--- src/rtl/multi_queue.sv ---
// multi_queue: in-order queue of up to DEPTH words; each word is returned on
// data_out with a one-cycle done pulse after a per-transaction wait. The wait
// either grows by one per completed word (MODE=0) or comes from cfg_delay (MODE=1).
// DEPTH must be a power of two (>= 2) so the pointers wrap naturally.
module multi_queue #(
    parameter int WIDTH      = 32,
    parameter int DEPTH      = 4,
    parameter int DELAY_BITS = 4,
    parameter int MODE       = 0
) (
    input  logic                         clock,
    input  logic                         reset,
    input  logic                         start,
    input  logic [WIDTH-1:0]             data_in,
    input  logic [DELAY_BITS-1:0]        cfg_delay,
    output logic                         ready,
    output logic                         done,
    output logic [WIDTH-1:0]             data_out,
    output logic [$clog2(DEPTH+1)-1:0]   level,
    output logic                         overflow
);

    localparam int AW = $clog2(DEPTH);
    localparam int LW = $clog2(DEPTH+1);

    typedef enum logic {IDLE, WAIT} state_t;

    logic [WIDTH-1:0]      mem [DEPTH];
    state_t                state_q, state_d;
    logic [AW-1:0]         wr_ptr_q, wr_ptr_d;
    logic [AW-1:0]         rd_ptr_q, rd_ptr_d;
    logic [LW-1:0]         level_q, level_d;
    logic [DELAY_BITS-1:0] cnt_q, cnt_d;
    logic [DELAY_BITS-1:0] cur_delay_q, cur_delay_d;
    logic [DELAY_BITS-1:0] delay_reg_q, delay_reg_d;
    logic                  overflow_q, overflow_d;

    logic                  push;
    logic                  pop;
    logic [DELAY_BITS-1:0] latch_delay;

    // A pop never frees a slot in the same cycle: ready looks only at registered level.
    assign ready    = (level_q < LW'(DEPTH));
    assign push     = start & ready;
    assign done     = (state_q == WAIT) && (cnt_q == cur_delay_q);
    assign pop      = done;
    assign data_out = done ? mem[rd_ptr_q] : '0;
    assign level    = level_q;
    assign overflow = overflow_q;

    // Delay to latch when a wait begins; delay_reg_d already holds the
    // post-pop increment, and equals delay_reg_q when nothing is popped.
    assign latch_delay = (MODE == 1) ? cfg_delay : delay_reg_d;

    // Queue bookkeeping: pointers, occupancy, sticky overflow, legacy delay register.
    always_comb begin
        // NOTE: every output gets a default first so no path leaves it unassigned (no latch).
        wr_ptr_d    = wr_ptr_q;
        rd_ptr_d    = rd_ptr_q;
        level_d     = level_q;
        overflow_d  = overflow_q;
        delay_reg_d = delay_reg_q;

        if (push) wr_ptr_d = wr_ptr_q + AW'(1);
        if (pop)  rd_ptr_d = rd_ptr_q + AW'(1);
        if (start && !ready) overflow_d = 1'b1;

        case ({push, pop})
            2'b10:   level_d = level_q + LW'(1);
            2'b01:   level_d = level_q - LW'(1);
            default: level_d = level_q;
        endcase

        if (pop && (MODE == 0)) delay_reg_d = delay_reg_q + DELAY_BITS'(1);
    end

    // Wait FSM: IDLE until something is queued, then count up to cur_delay per entry.
    always_comb begin
        state_d     = state_q;
        cnt_d       = cnt_q;
        cur_delay_d = cur_delay_q;

        case (state_q)
            IDLE: begin
                if ((level_q != '0) || push) begin
                    state_d     = WAIT;
                    cnt_d       = '0;
                    cur_delay_d = latch_delay;
                end
            end
            WAIT: begin
                if (!done) begin
                    cnt_d = cnt_q + DELAY_BITS'(1);
                end else if ((level_q > LW'(1)) || push) begin
                    cnt_d       = '0;
                    cur_delay_d = latch_delay;
                end else begin
                    state_d = IDLE;
                end
            end
            default: state_d = IDLE;
        endcase
    end

    // Control state registers with synchronous reset.
    always_ff @(posedge clock) begin
        // NOTE: sequential state uses non-blocking assignments so all flops update together.
        if (reset) begin
            state_q     <= IDLE;
            wr_ptr_q    <= '0;
            rd_ptr_q    <= '0;
            level_q     <= '0;
            cnt_q       <= '0;
            cur_delay_q <= '0;
            delay_reg_q <= '0;
            overflow_q  <= 1'b0;
        end else begin
            state_q     <= state_d;
            wr_ptr_q    <= wr_ptr_d;
            rd_ptr_q    <= rd_ptr_d;
            level_q     <= level_d;
            cnt_q       <= cnt_d;
            cur_delay_q <= cur_delay_d;
            delay_reg_q <= delay_reg_d;
            overflow_q  <= overflow_d;
        end
    end

    // Word storage written on accepted pushes.
    always_ff @(posedge clock) begin
        // NOTE: storage is not reset; data_out is gated by done, so stale contents never show.
        if (push) mem[wr_ptr_q] <= data_in;
    end

endmodule

--- config.mk ---
export PLATFORM = sky130hd
export DESIGN_NAME = multi_queue
export DESIGN_NICKNAME = d
export VERILOG_FILES = /design/src/rtl/multi_queue.sv
export SDC_FILE = /design/constraint.sdc
export NUM_CORES = 1
export LEC_CHECK = 0
export ABC_AREA = 1
export BUFFER_PORTS_ARGS = -buffer_cell sky130_fd_sc_hd__buf_4
export CAP_MARGIN = 20
export CORE_MARGIN = 3
export CORE_UTILIZATION = 55
export DETAILED_ROUTE_END_ITERATION = 8
export PLACE_DENSITY_LB_ADDON = 0.25
export SYNTH_ARGS = -nofsm -noshare
export SYNTH_HDL_FRONTEND = slang
export SYNTH_SLANG_ARGS = --single-unit
--- constraint.sdc ---
create_clock -name clock -period 2.98 [get_ports clock]
set_input_delay 0.298 -clock clock [delete_from_list [all_inputs] [get_ports clock]]
set_output_delay 0.298 -clock clock [all_outputs]
set_load 0.1 [all_outputs]
==> impl_metrics.tcl, run 1 <==
set metrics [dict create \
    grt_pass1_vias 4468 \
    synth-edff-count 128 \
    first_iter_violations 242 \
    status "finished clean" \
    wl_met3_um 658 \
    leakagePower_nw 2.90 \
    cts_tree "yes" \
    gp_congestion 0.762 \
    grt_start_max_net_pins 65 \
    setup_tns_ns 0 \
    hold_buffers 0 \
    hp-start "data_in[1]" \
    drive_gt1_share_pct 25.4 \
    drv_slew 0 \
    final_util_pct 69.5 \
    period_needed_ns 2.64 \
    multi_input_area_sq_mm 0.00177 \
    coreArea_sq_mm 0.0110 \
    synthTopCellsByCount "nor2_1 (148), edfxtp_1 (128), o21ai_0 (64)" \
    area_growth_pct 21.7 \
    ant_nets 0 \
    grt_first_pass_wirelength_um 21600 \
    holdPathStages 1 \
    die-area_sq_mm 0.0128 \
    setup_viol 0 \
    syn_inst 552 \
    wire_per_inst_um 17.1 \
    antenna_found_initial 0 \
    synthArstFlopShare_pct 0 \
    fmax_ghz 0.379 \
    yosysWarningCount 0 \
    drtPass1Iterations 5 \
    numCtsBuffers 17 \
    rsz0062_at_grt "false" \
    path_class "reg2out" \
    dp_hpwl_um 8070 \
    synth_area_leaders "edfxtp_1 (61%), nor2_1 (8.8%), dfxtp_1 (7.3%)" \
    cts_buffer_depth 2 \
    cts_setup_buffers 0 \
    synthFlopType "edfxtp_1" \
    r2r_cells 4 \
    synth_area_sq_mm 0.00630 \
    worst_pin_slew_ns 0.649 \
    pin_count 77 \
    cp_num_buf_inv 2 \
    die_w_um 113 \
    clkSlewWorstSetupHoldPaths_ns 0.06 \
    grt-ovfl-total 0 \
    ys_types 23 \
    top_layer_used "met4" \
    cp_top_family "flip-flops" \
    ys_seq_area_share_pct 68.3 \
    numClockSinks 151 \
    power_mw 9.24 \
    crit_path_end_kind "output pin" \
    num_vias 4280 \
    grt_usage_pct 22.0 \
    fin_nets 682 \
    max_slew_margin_pct 56.6 \
    chipHeight_um 113 \
    cp.arrival_ns 2.34 \
    synth_fp_nets 602 \
    insertion_delay_ns 0.42 \
    route.detailed.drc 0 \
    yosysMostFrequentCell "nor2_1" \
    start_kind "flip-flop" \
    max_cap_violations 0 \
    hold_viol 0 \
    synth_top_area_share_pct 61.0 \
    cp_cell_sequence "buf_4 -> nor2_1 -> nor2_1 -> o21ai_0 -> a21oi_2 -> buf_4" \
    crit_fanout 31 \
    floorplan.rows 38 \
    fin_worst_skew_ns 0.00645 \
    period_share_pct 88.5 \
    rrSetupSlack_ns 0.89 \
    wl_um 13400 \
    port_buffers 72 \
    layout.area.seq_sq_mm 0.00431 \
    num-fill-cells 792 \
    max_stage_delay_ns 0.71 \
    cp.required_ns 2.68 \
    synth_seq_cells 151 \
    cts_resized 0 \
    peakVddDrop_v 0.000810 \
    timing.rr.end "mem[1][10]$_DFFE_PP_" \
    yosysTopAreaCell "edfxtp_1" \
    initial_core_util_pct 57.1 \
    viasPerCell 5.45 \
    cp_slowest_cell "dfxtp_2" \
    r2r-start "level[2]$_SDFFE_PP0P_" \
    dr_wl_met2_um 7180 \
    avgSynthCellArea_sq_um 11.4 \
    power_density_mw_per_mm2 1210 \
    diodes 0 \
    h-tree-depth 4 \
    holdPathEnd "mem[2][1]$_DFFE_PP_" \
    wl_met1_um 5370 \
    cts_root_buffer "clkbuf_16" \
    hold_path.class "in2reg" \
]
==> power by group <==
| group | switching (mW) | internal, mW |
|---|---|---|
| logic | 3.26 | 0.906 |
| clock network | 0.787 | 1.52 |
| registers | 0.177 | 2.59 |
==> registers in the layout, indices dropped and copies added, names as in the netlist, named ones only <==
name	cells
overflow	1
level	3
delay_reg_q	4
mem	128
rd_ptr_q	2
cnt_q	4
wr_ptr_q	2
state_q	1
cur_delay_q	4
==> worst max path at each step <==
| stage | start | end | cells past startpoint |
|---|---|---|---|
| 2_1_floorplan | level[2]$_SDFFE_PP0P_ | mem[0][0]$_DFFE_PP_ | 3 |
| 3_3_place_gp | start | mem[3][11]$_DFFE_PP_ | 6 |
| 3_5_place_dp | flip-flop | data_out[8] | 6 |
| 4_1_cts | flip-flop | data_out[8] | 6 |
| 5_1_grt | flip-flop | data_out[31] | 6 |
| 6_report | flip-flop | data_out[8] | 6 |
==> area by class of cell <==
type	instances	share of cell area (%)
Sequential cell	151	56.1
Clock inverter	10	2.30
Inverter	31	1.52
Timing Repair Buffer	88	8.61
Tap cell	140	2.28
Clock buffer	22	6.05
Multi-Input combinational cell	343	23.1
==> through the flow <==
stage,hold WS [ns],worst slack [ns],cell area (sq um),std cells
after global routing,0.0645,0.171,7670,785
after detailed placement,0.476,0.787,7030,753
final,0.0773,0.342,7670,785
after floorplan,0.397,0.0944,6300,552
after global placement,0.456,0.839,7030,753
after CTS,0.0654,0.312,7670,785
==> per-layer routing <==
| metal | vias up | global-route usage, % |
|---|---|---|
| li1 | 2064 | - |
| met1 | 2087 | 25.6 |
| met2 | 111 | 39.5 |
| met3 | 18 | 5.35 |
| met4 | 0 | 8.33 |
| met5 | - | 0 |
==> cell families after synthesis <==
family,Yosys count,synth area share [%]
simple gates,208,13.7
flops,151,68.3
compound gates,121,11.4
buf+inv,58,4.03
fa+ha+maj,11,2.18
xor+xnor,3,0.417
==> placed cells by master (no fill, tap or decap) <==
cell / instances
a21oi_1: 19
a21oi_2: 30
buf_4: 88
bufinv_16: 5
clkbuf_1: 3
clkbuf_16: 17
clkbuf_8: 2
clkinv_1: 2
clkinv_2: 3
clkinvlp_4: 1
dfxtp_1: 22
dfxtp_2: 1
edfxtp_1: 128
ha_1: 11
inv_1: 26
inv_2: 4
nand2_1: 33
nand2_2: 5
nand2_4: 1
nand3_1: 11
nand3_4: 1
nand4_1: 7
nor2_1: 144
nor2_4: 6
o21ai_0: 64
o21ai_1: 8
xor2_1: 3
(Power assumes the default switching activity.)
==> run 2, diff against run 1 <==
--- a/config.mk
+++ b/config.mk
@@ -5,7 +5,6 @@
 export SDC_FILE = /design/constraint.sdc
 export NUM_CORES = 1
 export LEC_CHECK = 0
-export ABC_AREA = 1
 export BUFFER_PORTS_ARGS = -buffer_cell sky130_fd_sc_hd__buf_4
 export CAP_MARGIN = 20
 export CORE_MARGIN = 3
==> impl_metrics.tcl, run 2 <==
set metrics [dict create \
    grt_start_max_net_pins 34 \
    drtPass1Iterations 4 \
    multi_input_area_sq_mm 0.00166 \
    status "finished clean" \
    floorplan.rows 37 \
    wl_um 12000 \
    wire_per_inst_um 19.8 \
    gp_congestion 0.726 \
    num-fill-cells 608 \
    fmax_ghz 0.377 \
    cp.required_ns 2.68 \
    crit_fanout 33 \
    synth_top_area_share_pct 63.3 \
    die-area_sq_mm 0.0123 \
    fin_nets 510 \
    p_switching_mw 3.52 \
    synth_area_leaders "edfxtp_1 (63%), mux4_2 (12%), dfxtp_1 (7.6%)" \
    period_share_pct 89.1 \
    clkSlewWorstSetupHoldPaths_ns 0.06 \
    grt-ovfl-total 0 \
    initial_core_util_pct 57.8 \
    rsz0062_at_grt "false" \
    ant_nets 0 \
    synth-edff-count 128 \
    syn_inst 344 \
    cts_tree "yes" \
    setup_viol 0 \
    whs_ns 0.0687 \
    peakVddDrop_v 0.000817 \
    h-tree-depth 4 \
    antenna_found_initial 0 \
    die_w_um 111 \
    yosysWarningCount 0 \
    max_cap_violations 0 \
    grt_pass1_vias 3735 \
    viasPerCell 5.80 \
    area_growth_pct 27.3 \
    grt_usage_pct 20.6 \
    cts_root_buffer "clkbuf_8" \
    switching_share_pct 41.9 \
    drive_gt1_share_pct 32.8 \
    grt_first_pass_wirelength_um 19400 \
    coreArea_sq_mm 0.0105 \
    pin_count 77 \
    mostFrequentLayoutCells "edfxtp_1 (128), buf_4 (84), mux4_2 (32), and3_1 (32), dlygate4sd3_1 (32)" \
    p_int_mw 4.87 \
    cts_buffer_depth 2 \
    synth_fp_nets 394 \
    numClockSinks 151 \
    synthArstFlopShare_pct 0 \
    cts_resized 0 \
    start_kind "flip-flop" \
    synthFlopType "edfxtp_1" \
    comb_power_share_pct 42.5 \
    hold_buffers 32 \
    insertion_delay_ns 0.53 \
    dp_hpwl_um 6980 \
    num_vias 3526 \
    power_density_mw_per_mm2 1090 \
    setup_tns_ns 0 \
    yosysTopAreaCell "edfxtp_1" \
    largest_register "mem" \
    leakagePower_nw 2.87 \
    period_needed_ns 2.65 \
    chipHeight_um 111 \
    ys_types 42 \
    synth_seq_cells 151 \
    port_buffers 72 \
    avgSynthCellArea_sq_um 17.6 \
    hold_path.class "in2reg" \
    ys_seq_area_share_pct 70.9 \
    crit_path_end_kind "output pin" \
    diodes 0 \
    synthTopCellsByCount "edfxtp_1 (128), and3_1 (32), mux4_2 (32)" \
    drv_slew 0 \
    power_frac_clock_pct 25.2 \
    cts_setup_buffers 0 \
    path_class "reg2out" \
    pwr-share-seq_pct 32.3 \
    layout.area.seq_sq_mm 0.00431 \
    first_iter_violations 228 \
    final_common_cell "edfxtp_1" \
    cp.arrival_ns 2.36 \
    fin_worst_skew_ns 0.0135 \
    yosysMostFrequentCell "edfxtp_1" \
    hold_viol 0 \
    numCtsBuffers 17 \
    worst_pin_slew_ns 0.592 \
    largest_reg_flops 128 \
    max_slew_margin_pct 60.5 \
    synth_area_sq_mm 0.00607 \
    route.detailed.drc 0 \
]
==> run 2: cell count changes after synthesis, moves of 15 or more <==
cell / delta
inv_1: -15
a21oi_2: -30
mux4_2: +32
nand2_1: -31
nor2_1: -137
o21ai_0: -60
and3_1: +32
==> run 2: layout make-up <==
class | count | area share (%)
clock inverter | 10 | 1.98
tap | 136 | 2.20
multi-input combinational | 162 | 21.4
clock buffer | 21 | 5.55
sequential | 151 | 55.7
inverter | 11 | 0.534
timing repair buffer | 117 | 12.6
==> run 2: worst paths after layout <==
check	startpoint	endpoint	slack, ns	cells past startpoint
worst max-delay path	cnt_q[0]$_SDFFE_PP0P_	data_out[29]	0.33	5
worst min-delay path	start	overflow$_SDFFE_PP0P_	0.07	3
worst max register to register	cnt_q[0]$_SDFFE_PP0P_	level[2]$_SDFFE_PP0P_	0.75	6
worst min register to register	overflow$_SDFFE_PP0P_	overflow$_SDFFE_PP0P_	0.51	2
==> run 2: worst max-delay path, stage by stage (launching register included) <==
cell     delay [ns]
dfxtp_1        0.40
xor2_1         0.14
nor4_4         0.32
buf_4          0.40
and3_1         0.26
buf_4          0.30
==> run 2: cells by family (layout without fill, tap and decap cells) <==
kind of cell | Yosys count | count (layout) | synth area share (%)
flops | 151 | 151 | 70.9
simple gates | 70 | 70 | 6.95
compound gates | 40 | 40 | 4.49
mux | 34 | 34 | 12.2
buf+inv | 31 | 159 | 2.16
fa+ha+maj | 11 | 11 | 2.27
xor+xnor | 7 | 7 | 1.01
==> run 2: stage by stage <==
step	power, mW	utilization [%]	setup slack [ns]	cells	area (sq um)
final	8.39	73.5	0.326	608	7730
after global routing	8.72	73.5	0.212	608	7730
after CTS	8.43	73.5	0.312	608	7730
after detailed placement	6.26	64.9	0.769	545	6830
after global placement	6.20	64.9	0.795	545	6830
after floorplan	5.46	-	0.373	344	6080
==> run 2: power by group through the flow <==
stage	sequential, mW	clock [mW]	combinational [mW]
3_5_place_dp	2.75	0	3.51
4_1_cts	2.71	2.15	3.57
3_3_place_gp	2.73	0	3.47
6_report	2.71	2.11	3.57
2_1_floorplan	2.81	0	2.65
5_1_grt	2.74	2.24	3.74
==> run 2: routing by layer <==
layer | global-route usage, % | share of wire (%) | vias to the layer above | wire length [um]
li1 | - | - | 1615 | -
met1 | 25.3 | 41 | 1786 | 4950
met2 | 35.2 | 53 | 108 | 6320
met3 | 5.51 | 5.1 | 17 | 614
met4 | 7.79 | 1.2 | 0 | 149
met5 | 0 | 0 | - | 0
